[src/rtl/ahb_gpio_sequencer.sv]
// ahb_gpio_sequencer
//   AHB-Lite zero-wait slave that steps a 16-bit GPIO output through a small
//   table of patterns. Each table entry is held for PERIOD+1 clock cycles.
//   A run either wraps back to entry 0 (LOOP) or stops and raises DONE.
//
// Ports
//   HCLK, HRESET        clock (rising edge) and asynchronous active-high reset
//   HSEL .. HWDATA      AHB-Lite slave inputs (HSIZE is ignored)
//   HRDATA, HREADYOUT   read data (valid in the data phase) and ready (always 1)
//   gpio_out            current pattern entry
//   gpio_oeb            output enables, active low (OEB register)
//   irq                 level interrupt, DONE & IRQ_EN
//
// Register map (byte offsets, HADDR[7:0])
//   0x00 CTRL   [0] EN  [1] LOOP  [2] IRQ_EN
//   0x04 STATUS [0] BUSY  [1] DONE (W1C)  [6:4] IDX
//   0x08 PERIOD
//   0x0C LEN    (entries used = LEN+1)
//   0x10 OEB
//   0x20+4*i PAT[i]
//
// Bus handshake: an address phase is taken when HSEL & HREADY & HTRANS[1].
// Its offset and direction are registered, and the access completes in the
// next cycle. Write data is committed on the edge that ends the data phase.
// Read data is driven combinationally during the data phase. HREADYOUT never
// stalls the bus.
module ahb_gpio_sequencer #(
  parameter int DEPTH    = 8,
  parameter int PERIOD_W = 16
) (
  input  logic        HCLK,
  input  logic        HRESET,
  input  logic        HSEL,
  input  logic        HREADY,
  input  logic        HWRITE,
  input  logic [1:0]  HTRANS,
  input  logic [2:0]  HSIZE,
  input  logic [31:0] HADDR,
  input  logic [31:0] HWDATA,
  output logic [31:0] HRDATA,
  output logic        HREADYOUT,
  output logic [15:0] gpio_out,
  output logic [15:0] gpio_oeb,
  output logic        irq
);

  localparam int IW = (DEPTH > 1) ? $clog2(DEPTH) : 1;

  typedef enum logic {IDLE = 1'b0, RUN = 1'b1} state_t;

  state_t              state_q, state_d;
  logic                dp_valid_q, dp_write_q;
  logic [5:0]          dp_addr_q;
  logic                ctrl_en_q, ctrl_loop_q, ctrl_irq_en_q, done_q;
  logic [PERIOD_W-1:0] period_q, cnt_q;
  logic [IW-1:0]       len_q, idx_q;
  logic [15:0]         oeb_q, gpio_q;
  logic [15:0]         pat_q [DEPTH];

  logic                wr, rd, wr_ctrl, wr_status, wr_period, wr_len, wr_oeb, wr_pat;
  logic                pat_hit, step_end;
  logic [IW-1:0]       pat_sel;
  logic                start, seq_adv, seq_wrap, seq_finish;
  logic [31:0]         rdata;
  logic                unused_ok;

  assign unused_ok = ^{HSIZE, HADDR[31:8], HADDR[1:0], HTRANS[0], HWDATA};

  // ---------------------------------------------------------------- bus phases
  always_ff @(posedge HCLK or posedge HRESET) begin
    if (HRESET) begin
      dp_valid_q <= 1'b0;
      dp_write_q <= 1'b0;
      dp_addr_q  <= '0;
    end else begin
      dp_valid_q <= HSEL & HREADY & HTRANS[1];
      if (HSEL & HREADY & HTRANS[1]) begin
        dp_write_q <= HWRITE;
        dp_addr_q  <= HADDR[7:2];
      end
    end
  end

  assign wr        = dp_valid_q & dp_write_q;
  assign rd        = dp_valid_q & ~dp_write_q;
  assign pat_hit   = (dp_addr_q[5:3] == 3'b001) && (int'(dp_addr_q[2:0]) < DEPTH);
  assign pat_sel   = dp_addr_q[IW-1:0];
  assign wr_ctrl   = wr && (dp_addr_q == 6'h00);
  assign wr_status = wr && (dp_addr_q == 6'h01);
  assign wr_period = wr && (dp_addr_q == 6'h02);
  assign wr_len    = wr && (dp_addr_q == 6'h03);
  assign wr_oeb    = wr && (dp_addr_q == 6'h04);
  assign wr_pat    = wr && pat_hit;

  // >= rather than == so that lowering PERIOD mid-step ends the step at once
  assign step_end  = (cnt_q >= period_q);

  // ------------------------------------------------------------------ FSM
  always_ff @(posedge HCLK or posedge HRESET) begin
    if (HRESET) state_q <= IDLE;
    else        state_q <= state_d;
  end

  // A CTRL write overrides sequencing: EN=1 (re)starts from entry 0 and
  // EN=0 stops, with gpio_out held and DONE untouched.
  always_comb begin
    state_d    = state_q;
    start      = 1'b0;
    seq_adv    = 1'b0;
    seq_wrap   = 1'b0;
    seq_finish = 1'b0;
    if (wr_ctrl) begin
      if (HWDATA[0]) begin
        state_d = RUN;
        start   = 1'b1;
      end else begin
        state_d = IDLE;
      end
    end else if (state_q == RUN && step_end) begin
      if (idx_q != len_q) begin
        seq_adv = 1'b1;
      end else if (ctrl_loop_q) begin
        seq_wrap = 1'b1;
      end else begin
        seq_finish = 1'b1;
        state_d    = IDLE;
      end
    end
  end

  // ------------------------------------------------------------ registers
  always_ff @(posedge HCLK or posedge HRESET) begin
    if (HRESET) begin
      ctrl_en_q     <= 1'b0;
      ctrl_loop_q   <= 1'b0;
      ctrl_irq_en_q <= 1'b0;
      done_q        <= 1'b0;
      period_q      <= '0;
      len_q         <= '0;
      oeb_q         <= 16'hFFFF;
    end else begin
      if (wr_ctrl) begin
        ctrl_en_q     <= HWDATA[0];
        ctrl_loop_q   <= HWDATA[1];
        ctrl_irq_en_q <= HWDATA[2];
      end else if (seq_finish) begin
        ctrl_en_q <= 1'b0;
      end
      // completion takes priority over a simultaneous W1C
      if (seq_finish)                 done_q <= 1'b1;
      else if (wr_status && HWDATA[1]) done_q <= 1'b0;
      if (wr_period) period_q <= HWDATA[PERIOD_W-1:0];
      // keeping only IW bits masks LEN to DEPTH-1
      if (wr_len)    len_q    <= HWDATA[IW-1:0];
      if (wr_oeb)    oeb_q    <= HWDATA[15:0];
    end
  end

  always_ff @(posedge HCLK or posedge HRESET) begin
    if (HRESET) begin
      for (int i = 0; i < DEPTH; i++) pat_q[i] <= '0;
    end else if (wr_pat) begin
      pat_q[pat_sel] <= HWDATA[15:0];
    end
  end

  // ------------------------------------------------------------- datapath
  always_ff @(posedge HCLK or posedge HRESET) begin
    if (HRESET) begin
      cnt_q  <= '0;
      idx_q  <= '0;
      gpio_q <= '0;
    end else begin
      if (start)                cnt_q <= '0;
      else if (state_q == RUN)  cnt_q <= step_end ? '0 : cnt_q + 1'b1;

      if (start || seq_wrap) begin
        idx_q  <= '0;
        gpio_q <= pat_q[0];
      end else if (seq_adv) begin
        idx_q  <= idx_q + 1'b1;
        gpio_q <= pat_q[idx_q + 1'b1];
      end
    end
  end

  // ------------------------------------------------------------- read mux
  always_comb begin
    rdata = '0;
    if (rd) begin
      case (dp_addr_q)
        6'h00:   rdata = {29'd0, ctrl_irq_en_q, ctrl_loop_q, ctrl_en_q};
        6'h01:   rdata = {25'd0, 3'(idx_q), 2'b00, done_q, (state_q == RUN)};
        6'h02:   rdata = 32'(period_q);
        6'h03:   rdata = 32'(len_q);
        6'h04:   rdata = {16'd0, oeb_q};
        default: if (pat_hit) rdata = {16'd0, pat_q[pat_sel]};
      endcase
    end
  end

  assign HRDATA    = rdata;
  assign HREADYOUT = 1'b1;
  assign gpio_out  = gpio_q;
  assign gpio_oeb  = oeb_q;
  assign irq       = done_q & ctrl_irq_en_q;

endmodule

[config.mk]
export PLATFORM = sky130hd
export DESIGN_NAME = ahb_gpio_sequencer
export DESIGN_NICKNAME = d
export VERILOG_FILES = /design/src/rtl/ahb_gpio_sequencer.sv
export SDC_FILE = /design/constraint.sdc
export NUM_CORES = 1
export LEC_CHECK = 0
export BUFFER_PORTS_ARGS = -buffer_cell sky130_fd_sc_hd__buf_2
export CAP_MARGIN = 0
export CORE_MARGIN = 2
export CORE_UTILIZATION = 40
export CTS_BUF_LIST = sky130_fd_sc_hd__clkbuf_4 sky130_fd_sc_hd__clkbuf_8
export DETAILED_ROUTE_END_ITERATION = 10
export PLACE_DENSITY = 0.57
export SLEW_MARGIN = 20
export SYNTH_ARGS = -nofsm -noshare
export SYNTH_HDL_FRONTEND = slang
export SYNTH_SLANG_ARGS = --single-unit
[constraint.sdc]
create_clock -name HCLK -period 14.4 [get_ports HCLK]
set_input_delay 2.16 -clock HCLK [delete_from_list [all_inputs] [get_ports HCLK]]
set_output_delay 2.16 -clock HCLK [all_outputs]
set_load 0.05 [all_outputs]
Yosys cells after proc, flatten, opt, wreduce, memory -nomap -nowiden

Cells that the tools add are included.

ROM bits: 0
Memories kept: 0
Output and inout port bits: 66
Bits in latches: 0
Word-level logic and storage cells: 101
Flip-flop bits (word level): 211
RAM bits: 0
Bits of input ports: 74

Shift operators: 0
Divide/modulo/power cells: 0
Bitwise gates (word level): 8
$add $sub $neg: 2
Magnitude comparators: 4
$mul: 0
Multiplexer cells: 40
Reductions and logical operators: 17
Equal/unequal tests: 8

Operators by type and width:

| cell                                                                         | number |
|---|---|
| 16-bit two-way mux                                                           | 11 |
| 128-bit bitwise mux                                                          | 1 |
| 16-bit binary-select mux with 3-bit select                                   | 2 |
| 16-bit one-hot mux with 5 select lines                                       | 1 |
| 16-bit demux with 3-bit select                                               | 1 |
| 32-bit two-way mux                                                           | 1 |
| 1-bit two-way mux                                                            | 21 |
| 16-bit by 1-bit adder with 16-bit output, second input constant              | 1 |
| 16-bit >= comparator                                                         | 1 |
| 6-bit by 2-bit equality test with 1-bit output, second input constant        | 2 |
| 2-bit nonzero test                                                           | 5 |
| 1-bit logical AND                                                            | 9 |
| 4-bit >= comparator, second input constant                                   | 2 |
| 3-bit inverter with 4-bit output                                             | 2 |
| 6-bit by 1-bit equality test with 1-bit output, second input constant        | 1 |
| 6-bit by 3-bit equality test with 1-bit output, second input constant        | 1 |
| 6-bit zero test                                                              | 1 |
| 3-bit two-way mux                                                            | 2 |
| 1-bit bitwise AND                                                            | 5 |
| 4-bit by 1-bit less-than comparator with 1-bit output, second input constant | 1 |
| 3-bit by 1-bit adder with 3-bit output, second input constant                | 1 |
| 3-bit by 1-bit equality test with 1-bit output, second input constant        | 1 |
| 3-bit inequality test                                                        | 1 |
| 3-bit AND reduction                                                          | 1 |
| 4 further kinds                                                              | 4 |

Longest topological paths before layout

Depth after elaboration: 7
Depth in mapped cells: 10
Depth with buffers taken out: 8

Worst setup path after synthesis

Ideal clock, no wire load.

Kind: flip-flop to output port
From: register dp_addr_q[2]
To: output HRDATA[5]
Data required time: 12240 ps
Arrival: 2402 ps
Stages on the path, launching flop included: 8
Path slack: 9838 ps
Buffers on the path: 2
Cell sequence: dfrtp_1 > clkbuf_1 > buf_1 > a211oi_1 > a211oi_1 > a221o_1 > nand2_1 > a31oi_1

Cells in the longest elaborated chain, start to end: 7
Elaborated cells between the ends (all ways): 12
Classes of those cells: eq/ne: 4; mux: 6; bitwise: 1; reduce/logical: 1

Ends and longest elaborated chain:

| what                                                   | line | source |
|---|---|---|
| start: declaration                                     | 53   | `logic [5:0] dp_addr_q;` |
| start signal: assignment                               | 79   | `dp_addr_q <= HADDR[7:2];` |
| 3-bit inverter with 4-bit output (not written as such) | 197  | `default: if (pat_hit) rdata = {16'd0, pat_q[pat_sel]};` |
| 16-bit binary-select mux with 3-bit select             | 197  |  |
| 16-bit two-way mux (not written as such) (2 in a row)  | 197  |  |
| 16-bit two-way mux                                     | 197  |  |
| 16-bit one-hot mux with 5 select lines (*)             | 191  | `case (dp_addr_q)` |
| 32-bit two-way mux (*)                                 | 190  | `if (rd) begin` |
| end: declaration                                       | 40   | `output logic [31:0] HRDATA,` |

Every way passes the cells marked *; elsewhere a longest branch is shown, timed or not. The select of a mux whose other input is x is not followed.

Worst setup path after layout

From: register dp_addr_q[2]
To: output HRDATA[10]

Same word-level chain as after synthesis.

==> flow_summary.ini <==
[sta]
pins_over_slew_limit = 0
max_clock_freq_mhz = 181
finalSetupTns_ps = 0
clock-skew-final_ps = 17.5
period_minus_slack_ps = 5530
holdWs_ps = 490
ratio_of_final_minimum_period_to_clock_period = 0.384
rsz0062_at_grt = false
worst_pin_slew_ps = 1150
timing.max_slew.rel_slack = 0.229
setup-violations-final = 0
finalHoldViolations = 0

[hold_path]
timing.hold.worst.class = reg2reg
min_delay_worst_endpoint = gpio_oeb[0]
hold_path_startpoint = gpio_oeb[0]
min_delay_path_depth = 2

[critical_path]
critical_path_required_ps = 12240
timing.setup.critical_path_class = reg2out
regToRegEndpoint = idx_q[2]
critical_path.reg2reg.startpoint = dp_addr_q[2]
worst-endpoint-arrival_ps = 3370
r2r_slack_ps = 10210
timing.critical_path.fanout_max = 37
critPathCaptureType = primary output
worst-r2r-cell-count = 7
timing.critical_path.from = dp_addr_q[2]
setup.worst_path.start_class = register

[layout]
layout_commonest_cell = sky130_fd_sc_hd__mux2_2
final_design_area_no_fill_um2 = 12900
layout_common_cells = 194 x sky130_fd_sc_hd__mux2_2, 193 x sky130_fd_sc_hd__dfrtp_1, 76 x sky130_fd_sc_hd__buf_2
nFillCells = 2586
antenna_fix_cells = 0
finish.net_count = 1103
drive_gt1_frac = 0.403
syn_to_final_growth_pct = 13.5

[clock_network]
cts.root.buffer_cell = sky130_fd_sc_hd__clkbuf_8
cts_tree = done
clock_tree.htree_level_count = 2
post_cts_buffers = 0
postCtsHoldBufs = 0
clock_latency_ps = 540
ctsLongestPathBuffers = 3
cts-buffers-inserted = 40
cts_repair_resize_count = 0
clock_sink_total = 211
clk_pin_slew_ps = 60

[grt]
vias_in_the_first_global_route = 8157
track_usage = 0.215
grt_first_pass_wirelength_um = 49700
global_route.usage.met1 = 0.294
grt_antenna_before_repair = 1
grt_remaining_overflow = 0
fraction_of_met3_tracks_used_by_global_routing = 0.0442
grt_met2_use = 0.339
largest_net_degree_at_the_start_of_global_routing = 152
globalRoute.busiestLayer = met2

[routing]
initial_drc_count = 671
drc = 0
via_count = 8055
antenna_violating_nets_post_route = 0
wirelength_um = 31700
via_per_inst = 5.68
detail_route.wl_per_cell_um = 22.4
first_pass_drt_iterations = 5

[logic_synthesis]
ys_top_cells_by_area = sky130_fd_sc_hd__dfrtp_1 43%, sky130_fd_sc_hd__mux2_2 19%, sky130_fd_sc_hd__mux4_2 5.3%
post_synth_instance_area_um2 = 11400
synth.top_cell.area_share = 0.428
synth.lib_cells_used.distinct = 58
number_of_enable_flip_flop_cells_after_synthesis = 0
synthesis.area_per_instance_um2 = 11.9
synth_sequential_area_ratio = 0.465
synthesis.yosys.warnings = 0
ys_seq_elements = 211
proportion_of_register_bits_with_asynchronous_set_or_reset_after_synthesis = 1.00
synth.largest_area_cell = sky130_fd_sc_hd__dfrtp_1
postSynth.topFlopCell = sky130_fd_sc_hd__dfrtp_1
netlist_instances = 958

[power]
power.density_cell_area_nw_per_um2 = 128
static-leakage-power_uw = 0.00577
peakVddDrop_uv = 64.8

[floorplan]
height_of_the_chip_um = 173
die_area_um2 = 29800
starting_density = 0.408
num_rows = 61
floorplan_core_area_um2 = 27900
num_io_pins = 140
floorplan.die.width_um = 173

[job]
max-cap-violations = 0

[placed_design]
place.gp.congestion = 0.809
placed_area_um2 = 12000
post-dp-hpwl_um = 19500
placement.io_buffers = 76

[run_status]
status = finished clean
-- cell families after synthesis --
group	share of synthesized area
adder cells (fa/ha/maj)	0.0198
other	0.000659
XOR/XNOR	0.0123
buffers and inverters	0.0447
flip-flops	0.465
AO/OA/AOI/OAI	0.0972
multiplexers	0.289
AND/OR/NAND/NOR	0.0710
-- cell type report --
type                    instances  area, µm²  share of cell area
flip-flops and latches        211       5300               0.410
repair buffers                 90        485              0.0376
clock buffers                  62        772              0.0597
inverters                      20       87.6             0.00678
well taps                     378        473              0.0366
clock inverters                 9        100             0.00775
multi-input cells             648       5700               0.441
-- state kept, by name, indices dropped and copies added (netlist names), 3 cells and up --
signal / flops
period_q: 16
len_q: 3
dp_addr_q: 6
gpio_oeb: 16
idx_q: 3
gpio_out: 16
cnt_q: 16
pat_q: 128
-- worst max-delay path: stages, from the launching register on --
cell,delay (ps)
sky130_fd_sc_hd__dfrtp_2,620
sky130_fd_sc_hd__buf_4,550
sky130_fd_sc_hd__nand2b_1,280
sky130_fd_sc_hd__nand2b_1,200
sky130_fd_sc_hd__nor2_1,90
sky130_fd_sc_hd__buf_4,240
sky130_fd_sc_hd__a222oi_1,400
sky130_fd_sc_hd__nor2_1,160
sky130_fd_sc_hd__buf_2,280
-- power by group --
part / switching, µW / internal [µW]
Combinational: 197 / 135
Clock: 258 / 377
Sequential: 45.6 / 642
Total: 500 / 1150
-- per-layer routing --
metal	vias up	share of wire
li1	3617	-
met1	4099	0.45
met2	268	0.46
met3	69	0.058
met4	2	0.028
met5	-	0.00041
-- worst max-delay path by stage --
stage	endpoint	slack, ps	cells past startpoint
2_1_floorplan	cnt_q[0]	6500	1
3_3_place_gp	HRDATA[10]	9480	8
3_5_place_dp	HRDATA[10]	9500	8
4_1_cts	HRDATA[10]	8910	8
5_1_grt	HRDATA[5]	8650	8
6_report	HRDATA[10]	8870	8
-- Yosys cell counts, drive strengths merged, types with 2 or more instances --
| cell type | instances |
|---|---|
| nand2b | 6 |
| dfstp | 16 |
| mux4 | 27 |
| mux2i | 43 |
| o2bb2ai | 16 |
| nand2 | 45 |
| or3 | 2 |
| a22o | 18 |
| a221o | 2 |
| nor2 | 60 |
| conb | 2 |
| buf | 43 |
| o21ai | 40 |
| nor2b | 3 |
| a31oi | 4 |
| and4 | 2 |
| xor2 | 11 |
| ha | 18 |
| and2 | 3 |
| clkbuf | 51 |
| a21oi | 28 |
| a21o | 2 |
| mux2 | 200 |
| nor3b | 2 |
| nand4 | 8 |
| a211oi | 5 |
| nor4 | 4 |
| inv | 20 |
| and3 | 7 |
| nor3 | 4 |
| xnor2 | 5 |
| dfrtp | 195 |
| a22oi | 2 |
| nand4b | 5 |
| nand3 | 12 |
| o22ai | 21 |
| a31o | 2 |
| a221oi | 2 |
| a222oi | 11 |
-- metrics by stage --
stage	power (µW)	worst slack (ps)	utilization	std cells
CTS	1670	8910	0.462	1418
global route	1730	8650	0.463	1418
floorplan	938	6500	-	973
detailed placement	1030	9500	0.431	1347
global placement	1020	9480	0.431	1347
finish	1650	8870	0.463	1418
Power figures use the tool's default switching activity.
